<file path="src/rtl/pipe_fifo_sync_if.sv">
`default_nettype none
// ============================================================================
//  Module      : pipe_fifo_sync_if
//  Description : Valid/ready/data handshake bundle for one side of the
//                pipe_fifo_sync FIFO. The master drives valid and data, and
//                the slave drives ready.
//  Revision    : 1.0 - initial release
// ============================================================================
interface pipe_fifo_sync_if #(
  parameter int WIDTH = 8
);
  logic             valid;
  logic             ready;
  logic [WIDTH-1:0] data;

  modport master (output valid, output data, input ready);
  modport slave  (input valid, input data, output ready);
endinterface
`default_nettype wire

</file>
<file path="src/rtl/pipe_fifo_sync.sv">
`default_nettype none
// ============================================================================
//  Module      : pipe_fifo_sync
//  Description : Synchronous first-word-fall-through valid/ready FIFO with a
//                single-cycle flush. The head entry is presented
//                combinationally from the registered read pointer. There is
//                no bypass from in_data to out_data.
//  Revision    : 1.0 - initial release
// ============================================================================
module pipe_fifo_sync #(
  parameter int WIDTH = 8,
  parameter int DEPTH = 4
) (
  input  logic                       clk,
  input  logic                       reset,
  input  logic                       flush,
  pipe_fifo_sync_if.slave            in_if,
  pipe_fifo_sync_if.master           out_if,
  output logic [$clog2(DEPTH+1)-1:0] count,
  output logic                       full,
  output logic                       empty
);

  localparam int PTR_W = $clog2(DEPTH);
  localparam int CNT_W = $clog2(DEPTH+1);
  localparam logic [CNT_W-1:0] C_FULL_COUNT = CNT_W'(DEPTH);

  logic [WIDTH-1:0] r_mem [DEPTH];
  logic [PTR_W-1:0] r_wptr;
  logic [PTR_W-1:0] r_rptr;
  logic [CNT_W-1:0] r_count;
  logic [CNT_W-1:0] w_count_next;
  logic             r_full;
  logic             r_empty;
  logic             w_push;
  logic             w_pop;

  // Handshake qualifiers. When the FIFO is full, a push is refused even if a pop happens in the same cycle.
  assign w_push = in_if.valid & ~r_full;
  assign w_pop  = out_if.ready & ~r_empty;

  assign in_if.ready  = ~r_full;
  assign out_if.valid = ~r_empty;
  assign out_if.data  = r_mem[r_rptr];

  assign count = r_count;
  assign full  = r_full;
  assign empty = r_empty;

  // Next occupancy. A simultaneous push and pop leaves the count unchanged.
  always_comb begin
    w_count_next = r_count;
    if (w_push && !w_pop) begin
      w_count_next = r_count + 1'b1;
    end else if (w_pop && !w_push) begin
      w_count_next = r_count - 1'b1;
    end
  end

  // Pointers and occupancy flags. Reset and flush both return the FIFO to the empty state.
  always_ff @(posedge clk) begin
    if (reset || flush) begin
      r_wptr  <= '0;
      r_rptr  <= '0;
      r_count <= '0;
      r_full  <= 1'b0;
      r_empty <= 1'b1;
    end else begin
      if (w_push) begin
        r_wptr <= r_wptr + 1'b1;
      end
      if (w_pop) begin
        r_rptr <= r_rptr + 1'b1;
      end
      r_count <= w_count_next;
      r_full  <= (w_count_next == C_FULL_COUNT);
      r_empty <= (w_count_next == '0);
    end
  end

  // Storage write. The array is not reset. A flushed push is dropped.
  always_ff @(posedge clk) begin
    if (w_push && !flush && !reset) begin
      r_mem[r_wptr] <= in_if.data;
    end
  end

`ifndef SYNTHESIS
  a_no_push_full : assert property (@(posedge clk) disable iff (reset) !(w_push && r_full));
  a_no_pop_empty : assert property (@(posedge clk) disable iff (reset) !(w_pop && r_empty));
  a_count_max    : assert property (@(posedge clk) disable iff (reset) r_count <= C_FULL_COUNT);
`endif

endmodule
`default_nettype wire

</file>
<file path="src/flat_wrapper.sv">
// flat-port wrapper written by rule: the top's interface ports become plain ports
module pipe_fifo_sync_flat 
#(
  parameter int WIDTH = 8,
  parameter int DEPTH = 4
)
  (clk, reset, flush, count, full, empty, in_if_valid, in_if_data, in_if_ready, out_if_valid, out_if_data, out_if_ready);
  pipe_fifo_sync_if #(.WIDTH(WIDTH)) in_if_i ();
  pipe_fifo_sync_if #(.WIDTH(WIDTH)) out_if_i ();
  input  logic clk;
  input  logic reset;
  input  logic flush;
  output logic [$clog2(DEPTH+1)-1:0] count;
  output logic full;
  output logic empty;
  input wire logic [$bits(in_if_i.valid)-1:0] in_if_valid;
  input wire logic [$bits(in_if_i.data)-1:0] in_if_data;
  output wire logic [$bits(in_if_i.ready)-1:0] in_if_ready;
  output wire logic [$bits(out_if_i.valid)-1:0] out_if_valid;
  output wire logic [$bits(out_if_i.data)-1:0] out_if_data;
  input wire logic [$bits(out_if_i.ready)-1:0] out_if_ready;
  assign in_if_i.valid = in_if_valid;
  assign in_if_i.data = in_if_data;
  assign in_if_ready = in_if_i.ready;
  assign out_if_valid = out_if_i.valid;
  assign out_if_data = out_if_i.data;
  assign out_if_i.ready = out_if_ready;
  pipe_fifo_sync #(.WIDTH(WIDTH), .DEPTH(DEPTH)) u_core (.clk(clk), .reset(reset), .flush(flush), .in_if(in_if_i), .out_if(out_if_i), .count(count), .full(full), .empty(empty));
endmodule
</file>
<file path="config.mk">
export PLATFORM = sky130hd
export DESIGN_NAME = pipe_fifo_sync_flat
export DESIGN_NICKNAME = d
export VERILOG_FILES = /design/src/rtl/pipe_fifo_sync_if.sv /design/src/rtl/pipe_fifo_sync.sv /design/src/flat_wrapper.sv
export SDC_FILE = /design/constraint.sdc
export NUM_CORES = 1
export LEC_CHECK = 0
export BUFFER_PORTS_ARGS = -buffer_cell sky130_fd_sc_hd__buf_4
export CAP_MARGIN = 10
export CORE_UTILIZATION = 55
export CTS_BUF_LIST = sky130_fd_sc_hd__clkbuf_16
export DETAILED_ROUTE_END_ITERATION = 10
export PLACE_DENSITY = 0.78
export SYNTH_ARGS = -nofsm -noshare
export SYNTH_HDL_FRONTEND = slang
export SYNTH_SLANG_ARGS = --single-unit
</file>
<file path="constraint.sdc">
create_clock -name clk -period 1.6 [get_ports clk]
set_input_delay 0.16 -clock clk [delete_from_list [all_inputs] [get_ports clk]]
set_output_delay 0.16 -clock clk [all_outputs]
set_load 0.01 [all_outputs]
</file>
* After elaboration in Yosys (flattened, before gate mapping)
Memories as Yosys holds them, arrays and structs flattened. A register that Yosys moved wholly into a read port is not among the register bits.
Index checks and enable logic that the tools add are counted.
** Operators by class
- Add/sub/neg operators :: 4
- $mul :: 0
- Divide/modulo/power cells :: 0
- Order comparisons :: 0
- Eq/ne operators :: 1
- Shifts and indexed selects :: 0
- Multiplexer cells :: 6
- Bitwise logic cells :: 4
- Reduce and logical (&&, ||, !) cells :: 10
** Operators by type and width (number)
- 3-bit two-way mux :: 2
- 2-bit by 1-bit adder with 2-bit output, second input constant :: 2
- 1-bit logical AND :: 4
- 1-bit logical NOT :: 4
- 2-bit two-way mux :: 2
- 3-bit by 1-bit adder with 3-bit output, second input constant :: 1
- 3-bit == test, second input constant :: 1
- 3-bit logical NOT :: 1
- 3-bit by 1-bit subtractor with 3-bit output, second input constant :: 1
- 1-bit bitwise AND :: 2
- 1-bit two-way mux :: 2
- 1-bit inverter :: 2
- 1-bit logical OR :: 1
** Storage, ports and cells
- Register bits :: 9
- Bits in latches :: 0
- Bits in writable memories :: 32
- ROM bits :: 0
- Bits of input ports :: 13
- Output and inout bits :: 15
- Word-level logic and storage cells :: 31
- Memories :: 1
** Memories
- u_core.r_mem :: depth 4, bits a word 8, rd ports 1, clocked after memory_dff 1, write ports 1, RTL line pipe_fifo_sync.sv:28 : logic [WIDTH-1:0] r_mem [DEPTH];

* Longest topological paths before layout
Gate-level depths: netlist of run 1.
- Depth after elaboration :: 7
- Mapped depth :: 6
- Depth with buffers taken out :: 6

* Least setup slack after synthesis of run 1
OpenSTA, ideal clock, no wires.
- Path kind :: register to register
- Start :: register u_core.r_count[0] (netlist: u_core.count[0])
- End :: register u_core.r_empty (netlist: u_core.empty)
- Library setup time :: 116 ps
- Arrival time :: 1401 ps
- Required time :: 1484 ps
- Path slack :: 82 ps
- Cell stages (with the launch flop) :: 7
- Path buffers :: 0
- Period minus slack after synthesis :: 1518 ps
- Cell sequence :: dfxtp_1 > inv_1 > ha_1 > nand2_1 > nor3_1 > a221o_1 > o211a_1
** On the way
- Word-level cells in the longest chain between the ends :: 4
- Elaborated cells between the ends (all ways) :: 5
- Classes of those cells :: 2 x add/sub; 2 x mux; 1 x reduce/logical
** RTL lines
- start, declared :: RTL line pipe_fifo_sync.sv:31 : logic [CNT_W-1:0] r_count;
- start signal, assigned :: RTL line pipe_fifo_sync.sv:75 : r_count <= w_count_next;
- 3-bit by 1-bit subtractor with 3-bit output :: RTL line pipe_fifo_sync.sv:56 : w_count_next = r_count - 1'b1;
- 3-bit two-way mux :: RTL line pipe_fifo_sync.sv:55 : end else if (w_pop && !w_push) begin
- 3-bit two-way mux (*) :: RTL line pipe_fifo_sync.sv:53 : if (w_push && !w_pop) begin
- 3-bit logical NOT (*) :: RTL line pipe_fifo_sync.sv:77 : r_empty <= (w_count_next == '0);
- end signal, assigned :: RTL line pipe_fifo_sync.sv:77
- end, declared :: RTL line pipe_fifo_sync.sv:34 : logic r_empty;
Every way passes the cells marked *; elsewhere a longest branch is shown, timed or not.
A chain may end at the register's enable or synchronous reset.

==> impl_metrics.yaml, run 1 <==
yosys:
  synthDistinctLibCells: 29
  yosysTopAreaCellShare_pct: 54.7
  synth_top_area_cell: "edfxtp_1"
  syn_area_mm2: 0.00176
  synth.top_cells.by_area: "edfxtp_1 55%, dfxtp_1 13%, mux4_2 10%, ha_1 4.3%, nor2_1 2.1%"
  yosysWarnings: 0
  avgSynthCellArea_um2: 16.0
  synth-seq-cells: 43
  syn-num-nets: 129
  ys_seq_area_share_pct: 67.2
  netlist_instances: 110
sta:
  final.setup_skew_ns: 0.00195
  hold_viol: 0
  max_clock_freq_ghz: 0.630
  max_slew_margin_pct: 74.4
  drv_slew: 0
  period_needed_ns: 1.59
  worst_pin_slew_ns: 0.384
  fin_crit_sh_pct: 99.3
  setup_viol: 0
  rsz0062_at_grt: "yes"
setup_path:
  cp-start-kind: "register"
  cp_data_arrival_time_ns: 1.43
  path_class: "reg -> out"
  critical_path.max_fanout: 8
  critPathCaptureType: "primary output"
  reg2reg_setup_slack_ns: 0.16
  worstPathRequired_ns: 1.44
die:
  core_area_mm2: 0.00305
  rows: 20
  io_pins: 28
  start_util_pct: 57.5
  dieArea_mm2: 0.00342
  die_w_um: 58.5
  fp.dieH_um: 58.5
final_layout:
  final_nets: 162
  layout-drive-gt1-share_pct: 38.9
  fin_util_pct: 72.5
  final_cell_area_mm2: 0.00221
  antenna_cells: 0
  area_growth_pct: 26.0
  fillers: 207
place:
  place_congestion: 0.811
  placement.io_buffers: 27
  dpl_cell_area_mm2: 0.00202
  dp_hpwl_um: 2110
global_routing:
  grt_util_met1_pct: 25.1
  grt_first_pass_wirelength_um: 4860
  antenna_found_initial: 0
  global_route.usage.met3_pct: 6.59
  overflow: 0
  first_global_vias: 986
  top_usage_layer: "met2"
  grt_util_met2_pct: 35.0
  grt_use_total_pct: 20.9
  grt_max_degree: 15
clocking:
  cts_buffer_depth: 2
  clock-root-buffer: "clkbuf_16"
  cts_setup_buffers: 0
  clock_sink_count: 43
  clk_pin_slew_ns: 0.06
  tritoncts: "built"
  clk_latency_ns: 0.28
  h-tree-depth: 2
  cts_buffers: 5
drt:
  routed_wl_um: 3150
  drtIter0Drc: 45
  drtPass1Iterations: 4
  vias: 1015
  final_antenna_net_count: 0
  drcViolationCount: 0
  viasPerCell: 5.40
  routedWlPerCell_um: 16.8
status:
  status: "finished clean"
run:
  max_cap_violations: 0
hold_path:
  hp-class: "in -> reg"
power_and_ir_drop:
  power.static_leakage_uw: 0.000818
  irDropWorstVdd_v: 0.000935
  fin_total_pwr_uw: 2390
  power.density_mw_per_mm2: 1080
-- power breakdown --
group | switching (µW) | total, µW | internal [µW]
Combinational | 83.0 | 176 | 92.6
Clock | 411 | 986 | 575
Sequential | 11.1 | 1230 | 1210
-- placed cells by master (no fill, tap or decap), drive strengths merged, types with 2 or more instances in the layout --
cell / synthesis / layout
xnor2: 4 / 4
or2b: 2 / 2
nor2: 10 / 10
mux4: 8 / 8
nand2: 5 / 5
nand3: 2 / 2
buf: 4 / 31
nor2b: 2 / 2
clkinv: 0 / 2
clkbuf: 1 / 5
a21oi: 3 / 3
dfxtp: 11 / 11
ha: 6 / 6
edfxtp: 32 / 32
and3: 4 / 4
inv: 6 / 6
-- metal layers --
layer	vias to the layer above	share of wire, %	wire length, µm
met4	0	1.5	48
met2	36	55	1720
met3	4	5.3	166
li1	469	-	-
met5	-	0	0
met1	506	38	1210
-- worst max-delay path: stages, from the launching register on --
cell     delay (ns)
dfxtp_2        0.34
buf_12         0.13
mux4_2         0.53
buf_6          0.14
-- repair_timing --
item	CTS	global route
hold endpoints to repair	0	0
resized for setup	2	9
endpoints found under the setup margin	6	9
hold buffers	0	0
-- worst paths after layout --
kind,cells after the start,start,endpoint
worst max register to register,5,u_core.count[1],u_core.empty
worst min register to register,2,u_core.r_wptr[1],u_core.r_wptr[1]
worst min-delay path,1,in_if_data[0],u_core.r_mem[1][0]
worst max-delay path,3,register,out_if_data[1]
-- sequential cells by signal (all words and copies together), names as in the netlist, named ones only --
name           cells
u_core.r_wptr      2
u_core.empty       1
u_core.r_mem      32
u_core.full        1
u_core.r_rptr      2
u_core.count       3
-- cell families (layout without fill, tap and decap cells) --
kind of cell	Yosys count	after routing	synth area share, %
flip-flops	43	43	67.2
AND/OR/NAND/NOR	28	28	8.26
buffers and inverters	11	45	3.28
AO/OA/AOI/OAI	8	8	3.20
multiplexers	8	8	10.3
adder cells (fa/ha/maj)	7	7	4.84
XOR/XNOR	5	5	2.92
-- stage by stage --
stage,hold WS (ns),TNS [ns],std cells,worst slack [ns]
2_1_floorplan,0.259,0,110,0.0823
5_1_grt,0.0686,-0.0205,188,-0.0195
3_3_place_gp,0.360,0,180,0.144
6_report,0.0770,0,188,0.0119
4_1_cts,0.0760,0,188,0.00528
3_5_place_dp,0.367,0,180,0.0638
-- synth_stat cells --
master	number
buf_1	1
a221o_1	1
a21oi_1	3
and3_1	1
clkbuf_1	1
or2_2	1
buf_2	1
inv_1	6
mux4_2	8
xnor2_2	1
a21boi_0	1
o21ai_0	1
dfxtp_1	11
nor3_1	1
xor2_1	1
edfxtp_1	32
maj3_1	1
o211a_1	1
ha_1	6
buf_6	2
nor2_1	10
a211o_1	1
nand2_1	5
nor2b_2	2
nand4_1	1
xnor2_1	3
and3_2	3
or2b_1	2
nand3_1	2
-- area by class of cell --
| class | count | area, µm² | area share, % |
|---|---|---|---|
| sequential | 43 | 1180 | 53.5 |
| clock buffer | 5 | 125 | 5.65 |
| multi-input combinational | 56 | 536 | 24.2 |
| tap | 44 | 55.1 | 2.49 |
| timing repair buffer | 31 | 272 | 12.3 |
| inverter | 6 | 22.5 | 1.02 |
| clock inverter | 3 | 20.0 | 0.904 |
Power figures use the tool's default switching activity.
==> run 2: changes to the inputs <==
--- a/config.mk
+++ b/config.mk
@@ -7,10 +7,10 @@
 export LEC_CHECK = 0
 export BUFFER_PORTS_ARGS = -buffer_cell sky130_fd_sc_hd__buf_4
 export CAP_MARGIN = 10
-export CORE_UTILIZATION = 55
+export CORE_UTILIZATION = 45
 export CTS_BUF_LIST = sky130_fd_sc_hd__clkbuf_16
 export DETAILED_ROUTE_END_ITERATION = 10
-export PLACE_DENSITY = 0.78
+export PLACE_DENSITY = 0.66
 export SYNTH_ARGS = -nofsm -noshare
 export SYNTH_HDL_FRONTEND = slang
 export SYNTH_SLANG_ARGS = --single-unit
==> impl_metrics.yaml, run 2 (synthesized netlist as in run 1, its figures left out) <==
final_layout:
  fillers: 296
  layout-drive-gt1-share_pct: 38.5
  area_growth_pct: 24.6
  fin_cells: 191
  final_nets: 161
  top_register: "u_core.r_mem"
  fin_util_pct: 58.9
  layout_common_cells: "32 x edfxtp_1, 24 x buf_4, 10 x nor2_1"
  layout_commonest_cell: "edfxtp_1"
  antenna_cells: 0
  largest_reg_flops: 32
  final_cell_area_mm2: 0.00219
place:
  place_congestion: 0.756
  dpl_cell_area_mm2: 0.00203
  placement.io_buffers: 27
  dp_hpwl_um: 1920
  dp.cells: 183
setup_path:
  cp-endpoint: "out_if_data[4]"
  cp-start-kind: "register"
  worstSetupPathDepth: 3
  crit_chain: "buf_12 > mux4_2 > buf_6"
  reg2regPathDepth: 4
  worstPathRequired_ns: 1.44
  critical_path.max_fanout: 8
  cpPeakStageDelay_ns: 0.52
  timing.rr.end: "u_core.empty"
  critPathCaptureType: "primary output"
  cp_data_arrival_time_ns: 1.41
  slowest_stage: "mux4_2"
  critPathBufInv: 2
  r2r-start: "u_core.full"
  reg2reg_setup_slack_ns: 0.07
  crit_family: "multiplexers"
  path_class: "reg -> out"
die:
  die_w_um: 64.5
  start_util_pct: 47.3
  io_pins: 28
  dieArea_mm2: 0.00416
  fp.dieH_um: 64.5
  core_area_mm2: 0.00372
  rows: 22
sta:
  final.setup_skew_ns: 0.00505
  drv_slew: 0
  hold_viol: 0
  fin_crit_sh_pct: 97.9
  period_needed_ns: 1.57
  holdWs_ns: 0.0844
  setup_viol: 0
  max_clock_freq_ghz: 0.639
  worst_pin_slew_ns: 0.394
  rsz0062_at_grt: "yes"
  max_slew_margin_pct: 73.6
power_and_ir_drop:
  irDropWorstVdd_v: 0.000556
  power.density_mw_per_mm2: 1060
  power.static_leakage_uw: 0.000813
global_routing:
  grt_max_degree: 14
  grt_use_total_pct: 15.6
  first_global_vias: 957
  grt_first_pass_wirelength_um: 4530
  antenna_found_initial: 0
  overflow: 0
run:
  max_cap_violations: 0
drt:
  drcViolationCount: 0
  final_antenna_net_count: 0
  routedWlPerCell_um: 14.3
  routed_wl_um: 2730
  viasPerCell: 5.08
  vias: 970
  drtPass1Iterations: 4
  drtIter0Drc: 35
clocking:
  h-tree-depth: 2
  ctsHoldBuffers: 0
  clk_pin_slew_ns: 0.06
  clock_sink_count: 43
  tritoncts: "built"
  cts_buffer_depth: 2
  clk_latency_ns: 0.28
  cts_buffers: 5
  clock-root-buffer: "clkbuf_16"
status:
  status: "finished clean"
hold_path:
  hp-class: "in -> reg"
run 2: changes by cell type in the layout (fill, tap and decap cells not counted):
cell	change
buf_6	-3
clkinv_2	+3
buf_12	+1
buf_4	+1
clkinv_1	-1
clkinv_4	-1
clkinvlp_4	-1
ha_1	+1
ha_4	-1
nor2b_2	+1
nor2b_4	-1
run 2: report_power, final:
group	internal, µW	switching [µW]
Combinational	84.3	74.9
Sequential	1220	9.69
Clock	568	374
run 2: area by class of cell:
type	instances	area, µm²	area share, %
repair buffers	30	265	12.1
flip-flops and latches	43	1180	54.1
multi-input cells	56	518	23.7
inverters	6	22.5	1.03
clock buffers	5	125	5.71
well taps	48	60.1	2.74
clock inverters	3	15.0	0.686
run 2: repair_timing:
| item | in CTS | in global routing |
|---|---|---|
| setup endpoints to repair | 6 | 5 |
| buffers inserted | 0 | 0 |
| cloned | 0 | 0 |
| resized for setup | 1 | 5 |
run 2: how the worst min path moves through the flow:
stage	depth (start not counted)	endpoint	from
after floorplan	0	u_core.r_mem[0][0]	in_if_data[0]
after global placement	1	u_core.r_mem[2][6]	in_if_data[6]
after detailed placement	1	u_core.r_mem[1][6]	in_if_data[6]
after CTS	1	u_core.r_mem[1][6]	in_if_data[6]
after global routing	1	u_core.r_mem[1][6]	in_if_data[6]
final	1	u_core.r_mem[1][6]	in_if_data[6]
run 2: layer usage:
layer / up-vias / wire length, µm / GRT usage [%]
met5: - / 0 / 0
met4: 0 / 27 / 7.50
met3: 4 / 111 / 4.75
met2: 26 / 1360 / 25.8
met1: 469 / 1230 / 18.6
li1: 471 / - / -
run 2: per-stage QoR:
step | setup TNS (ns) | setup slack [ns] | total power, µW
4_1_cts | 0 | 0.00948 | 2340
3_3_place_gp | 0 | 0.147 | 1400
3_5_place_dp | 0 | 0.0757 | 1400
5_1_grt | -0.0306 | -0.0150 | 2400
6_report | 0 | 0.0342 | 2330
2_1_floorplan | 0 | 0.0823 | 1330
